<file path="src/rtl/reg_write_arbiter.sv">
// Round-robin arbiter sharing the register bank's single write port among four
// requesters, with optional locked bursts of up to MAX_BURST transfers.
module reg_write_arbiter #(
   parameter int unsigned W         = 8,
   parameter int unsigned MAX_BURST = 4
) (
   input  logic         clk,
   input  logic         reset,
   input  logic         io_REQ_0_valid,
   input  logic [1:0]   io_REQ_0_addr,
   input  logic [W-1:0] io_REQ_0_data,
   input  logic         io_REQ_0_lock,
   output logic         io_REQ_0_ready,
   input  logic         io_REQ_1_valid,
   input  logic [1:0]   io_REQ_1_addr,
   input  logic [W-1:0] io_REQ_1_data,
   input  logic         io_REQ_1_lock,
   output logic         io_REQ_1_ready,
   input  logic         io_REQ_2_valid,
   input  logic [1:0]   io_REQ_2_addr,
   input  logic [W-1:0] io_REQ_2_data,
   input  logic         io_REQ_2_lock,
   output logic         io_REQ_2_ready,
   input  logic         io_REQ_3_valid,
   input  logic [1:0]   io_REQ_3_addr,
   input  logic [W-1:0] io_REQ_3_data,
   input  logic         io_REQ_3_lock,
   output logic         io_REQ_3_ready,
   output logic [1:0]   io_WADD,
   output logic [W-1:0] io_WDATA,
   output logic         io_WEN,
   output logic         io_BUSY,
   output logic [1:0]   io_OWNER
);

   localparam int unsigned CW       = $clog2(MAX_BURST + 1);
   localparam bit          BURST_EN = (MAX_BURST > 1);

   typedef enum logic {
      IDLE   = 1'b0,
      LOCKED = 1'b1
   } state_t;

   state_t          state, state_d;
   logic [1:0]      ptr, ptr_d;
   logic [1:0]      owner, owner_d;
   logic [CW-1:0]   cnt, cnt_d;
   logic [CW-1:0]   cnt_inc;

   logic [3:0]      valid;
   logic [3:0]      lock;
   logic [1:0]      addr [4];
   logic [W-1:0]    data [4];

   logic [3:0]      grant;
   logic            xfer;
   logic [1:0]      sel;
   logic [1:0]      win;
   logic            win_found;

   logic            wen_q;
   logic [1:0]      wadd_q;
   logic [W-1:0]    wdata_q;

   assign valid   = {io_REQ_3_valid, io_REQ_2_valid, io_REQ_1_valid, io_REQ_0_valid};
   assign lock    = {io_REQ_3_lock, io_REQ_2_lock, io_REQ_1_lock, io_REQ_0_lock};
   assign addr[0] = io_REQ_0_addr;
   assign addr[1] = io_REQ_1_addr;
   assign addr[2] = io_REQ_2_addr;
   assign addr[3] = io_REQ_3_addr;
   assign data[0] = io_REQ_0_data;
   assign data[1] = io_REQ_1_data;
   assign data[2] = io_REQ_2_data;
   assign data[3] = io_REQ_3_data;

   assign cnt_inc = cnt + CW'(1);

   // Round-robin search: scan from the farthest slot back so the slot nearest ptr wins.
   always_comb begin
      win       = ptr;
      win_found = 1'b0;
      for (int i = 3; i >= 0; i--) begin
         if (valid[ptr + 2'(i)]) begin
            win       = ptr + 2'(i);
            win_found = 1'b1;
         end
      end
   end

   // State register.
   always_ff @(posedge clk or negedge reset) begin
      if (!reset) begin
         state <= IDLE;
         ptr   <= 2'd0;
         owner <= 2'd0;
         cnt   <= '0;
      end else begin
         state <= state_d;
         ptr   <= ptr_d;
         owner <= owner_d;
         cnt   <= cnt_d;
      end
   end

   // Next-state, grant and transfer decode.
   always_comb begin
      state_d = state;
      ptr_d   = ptr;
      owner_d = owner;
      cnt_d   = cnt;
      grant   = 4'b0000;
      xfer    = 1'b0;
      sel     = owner;
      case (state)
         IDLE: begin
            if (win_found) begin
               grant[win] = 1'b1;
               sel        = win;
               xfer       = 1'b1;
               ptr_d      = win + 2'd1;
               owner_d    = win;
               if (BURST_EN && lock[win]) begin
                  state_d = LOCKED;
                  cnt_d   = CW'(1);
               end
            end
         end
         LOCKED: begin
            // Owner keeps the port; a missing valid forfeits the lock.
            grant[owner] = 1'b1;
            if (valid[owner]) begin
               xfer = 1'b1;
               if (!lock[owner]) begin
                  state_d = IDLE;
               end else begin
                  cnt_d = cnt_inc;
                  if (cnt_inc == CW'(MAX_BURST)) begin
                     state_d = IDLE;
                  end
               end
            end else begin
               state_d = IDLE;
            end
         end
      endcase
   end

   // Write-port register; address/data hold when no transfer occurs.
   always_ff @(posedge clk or negedge reset) begin
      if (!reset) begin
         wen_q   <= 1'b0;
         wadd_q  <= 2'd0;
         wdata_q <= '0;
      end else begin
         wen_q <= xfer;
         if (xfer) begin
            wadd_q  <= addr[sel];
            wdata_q <= data[sel];
         end
      end
   end

   // Grants are suppressed while reset is held.
   assign io_REQ_0_ready = grant[0] & reset;
   assign io_REQ_1_ready = grant[1] & reset;
   assign io_REQ_2_ready = grant[2] & reset;
   assign io_REQ_3_ready = grant[3] & reset;

   assign io_WADD  = wadd_q;
   assign io_WDATA = wdata_q;
   assign io_WEN   = wen_q;
   assign io_BUSY  = (state == LOCKED);
   assign io_OWNER = owner;

endmodule
</file>
<file path="config.mk">
export PLATFORM = sky130hd
export DESIGN_NAME = reg_write_arbiter
export DESIGN_NICKNAME = d
export VERILOG_FILES = /design/src/rtl/reg_write_arbiter.sv
export SDC_FILE = /design/constraint.sdc
export NUM_CORES = 1
export LEC_CHECK = 0
export CAP_MARGIN = 5
export CORE_MARGIN = 4
export CORE_UTILIZATION = 40
export CTS_CLUSTER_DIAMETER = 60
export DETAILED_ROUTE_END_ITERATION = 10
export PLACE_DENSITY = 0.9
export SYNTH_ARGS = -nofsm -noshare
export SYNTH_HDL_FRONTEND = slang
export SYNTH_SLANG_ARGS = --single-unit
</file>
<file path="constraint.sdc">
create_clock -name clk -period 4.4 [get_ports clk]
set_clock_uncertainty 0.2 [all_clocks]
set_input_delay 0.66 -clock clk [delete_from_list [all_inputs] [get_ports clk]]
set_output_delay 0.66 -clock clk [all_outputs]
set_load 0.1 [all_outputs]
</file>
==> impl_metrics.csv <==
group,metric,value,unit
status,status,"finished clean",
worst_setup_path,worstSetupPathType,"input pin to output pin",
place,dp_hpwl,2942,microns
worst_setup_path,path_cells,"clkdlybuf4s50_1, nor2_1, o21ai_0, nand3_1, inv_1, ha_1, a32oi_1, nor2b_1, buf_4",
yosys,ys_ff_latch,19,
route,dr_total_vias,1365,
layout,nNetsFinal,271,
worst_setup_path,path_buf_inv,3,
die,die_x,68.21,microns
clock_network,cts_buffer_depth,2,
timing,slew_viol_final,0,
clock_network,cts_tree,"built",
clock_network,cts.root.buffer_cell,"clkbuf_4",
route,avgViaCountPerCell,5.250,
timing,max_freq,277.5,MHz
yosys,syn_area,1450,sq um
die,io_pins,68,
route,first_pass_iters,4,
worst_setup_path,crit_family,"buffers and inverters",
timing,finalSetupViolCount,0,
clock_network,postCtsSetupRepairBufs,0,
clock_network,cts.repair.resized,0,
timing,post-route-period-util,81.90,%
yosys,yosysWarningCount,0,
route,wl,3674,microns
layout,fillers,277,
layout,area_growth,49.09,%
min_path,hold_path.class,"flip-flop to flip-flop",
worst_setup_path,slowest_delay,0.61,ns
worst_setup_path,end_kind,"output pin",
route,wl_per_cell,14.13,microns
layout,antenna_cells,0,
yosys,syn_area_per_cell,9.798,sq um
timing,max_slew_margin,33.38,%
grt,antenna_found_initial,0,
clock_network,cts_inserted_buffers,3,
worst_setup_path,startpoint_type,"input pin",
clock_network,cts_max_level,1,
route,postRouteAntennaNets,0,
clock_network,hold_buffers,0,
timing,period_needed,3.604,ns
route,drc,0,
grt,grt_pass1_wl,5789,microns
die,initial_core_util,42.45,%
yosys,seq_area_frac_synth,32.79,%
die,coreArea,3416,sq um
yosys,syn_inst,148,
clock_network,clk_latency,0.30,ns
grt,grt_overflow,0,
grt,grt_pass1_vias,1301,
clock_network,cts.sinks,19,
timing,tightest_slew,0.9962,ns
place,io_buffers,67,
place,gp_congestion,0.8812,
clock_network,clk_pin_slew,0.10,ns
worst_setup_path,cp_slowest_cell,"clkdlybuf4s50_1",
grt,grt_max_degree,32,
die,floorplan.rows,21,
yosys,yosysUniqueCellTypes,40,
route,drtIter0Drc,47,
timing,hold_viol,0,
layout,layout_commonest_cell,"clkdlybuf4s50_1",
die,fp.dieH,68.21,microns
die,dieArea,4653,sq um
grt,grtUsageTotal,17.09,%
run,drv_cap,0,
layout,layout.cells.most_common_list,"clkdlybuf4s50_1 (63), dfrtp_1 (19), nor2_1 (17), nor2b_1 (16), o22ai_1 (10)",
yosys,synth_nets,204,
timing,fin_setup_tns,0,ns
timing,rsz0062_at_grt,"no",
worst_setup_path,crit_arrival,2.74,ns
worst_setup_path,worstPathRequired,3.54,ns
layout,layout-drive-gt1-share,15.42,%
worst_setup_path,worstPathMaxFanout,5,
stage by stage:
step / worst slack [ns] / util [%] / instance area, sq um / hold slack [ns] / cells
2_1_floorplan: 0.6004 / - / 1450 / 0.1644 / 148
3_3_place_gp: 0.8934 / 62.53 / 2136 / 0.2642 / 256
3_5_place_dp: 0.8210 / 62.53 / 2136 / 0.2834 / 256
4_1_cts: 0.8220 / 63.30 / 2162 / 0.2989 / 260
5_1_grt: 0.6423 / 63.30 / 2162 / 0.3257 / 260
6_report: 0.7964 / 63.30 / 2162 / 0.2942 / 260
final cells by class:
type                            count  area [sq um]  area share (%)
Clock buffer                        4         26.28           1.215
Inverter                            8         30.03           1.389
Multi-Input combinational cell    114         897.1           41.49
Sequential cell                    19         475.5           21.99
Tap cell                           46         57.56           2.662
Timing Repair Buffer               69         675.6           31.25
kinds of logic after synthesis:
| kind of cell | count (synthesis) | synth area share (%) |
|---|---|---|
| multiplexers | 14 | 14.32 |
| flip-flops | 19 | 32.79 |
| AO/OA/AOI/OAI | 41 | 22.61 |
| buffers and inverters | 15 | 5.350 |
| adder cells (fa/ha/maj) | 6 | 5.177 |
| AND/OR/NAND/NOR | 53 | 19.76 |
cells in the mapped netlist:
cell type | count | area (sq um)
dfrtp_1 | 19 | 475.5
nor2_1 | 17 | 63.81
nor2b_1 | 16 | 100.1
o22ai_1 | 10 | 62.56
a211oi_1 | 9 | 67.56
mux2_4 | 8 | 120.1
inv_1 | 7 | 26.28
ha_1 | 6 | 75.07
nand2_1 | 6 | 22.52
a21oi_1 | 5 | 25.02
nand2b_1 | 4 | 25.02
o21ai_0 | 4 | 20.02
a32oi_1 | 2 | 17.52
buf_2 | 2 | 10.01
buf_6 | 2 | 22.52
clkbuf_1 | 2 | 7.510
mux2_2 | 2 | 22.52
mux2i_1 | 2 | 20.02
mux4_2 | 2 | 45.04
nand3_1 | 2 | 10.01
nor3b_1 | 2 | 15.01
a2111oi_2 | 1 | 15.01
a2111oi_4 | 1 | 27.53
a211o_1 | 1 | 8.760
a211oi_2 | 1 | 12.51
a21o_1 | 1 | 7.510
a22oi_1 | 1 | 7.510
a31oi_2 | 1 | 12.51
a32oi_2 | 1 | 16.27
and3_1 | 1 | 6.260
buf_4 | 1 | 7.510
inv_2 | 1 | 3.750
nand2_2 | 1 | 6.260
nor2_2 | 1 | 6.260
nor3b_2 | 1 | 12.51
nor4_2 | 1 | 12.51
o211ai_1 | 1 | 7.510
o31ai_1 | 1 | 7.510
o31ai_2 | 1 | 12.51
or2_2 | 1 | 6.260
registers in the layout (all words and copies together) (netlist names):
name	count
io_WDATA	8
ptr	2
io_OWNER	2
io_BUSY	1
io_WADD	2
cnt	3
io_WEN	1
worst paths after layout:
check                          startpoint             end  slack [ns]  cells past startpoint
max reg2reg                   io_OWNER[1]     io_WDATA[2]        1.87                      6
min in group asynchronous           reset      io_WADD[1]        0.49                      2
max in group asynchronous           reset          io_WEN        3.30                      2
min                                cnt[0]          cnt[0]        0.29                      1
max                        io_REQ_3_valid  io_REQ_3_ready        0.80                      9
min reg2reg                        cnt[0]          cnt[0]        0.29                      1
layer usage:
layer	wire, microns	global-route usage [%]	vias to the layer above
li1	-	-	670
met1	1484	18.98	631
met2	1662	28.52	60
met3	461	7.061	4
met4	67	7.444	0
met5	0	0	-
Power is left out: the tool's default activity adds up to more than one toggle a clock period on the data nets, which glitch-free logic cannot reach.
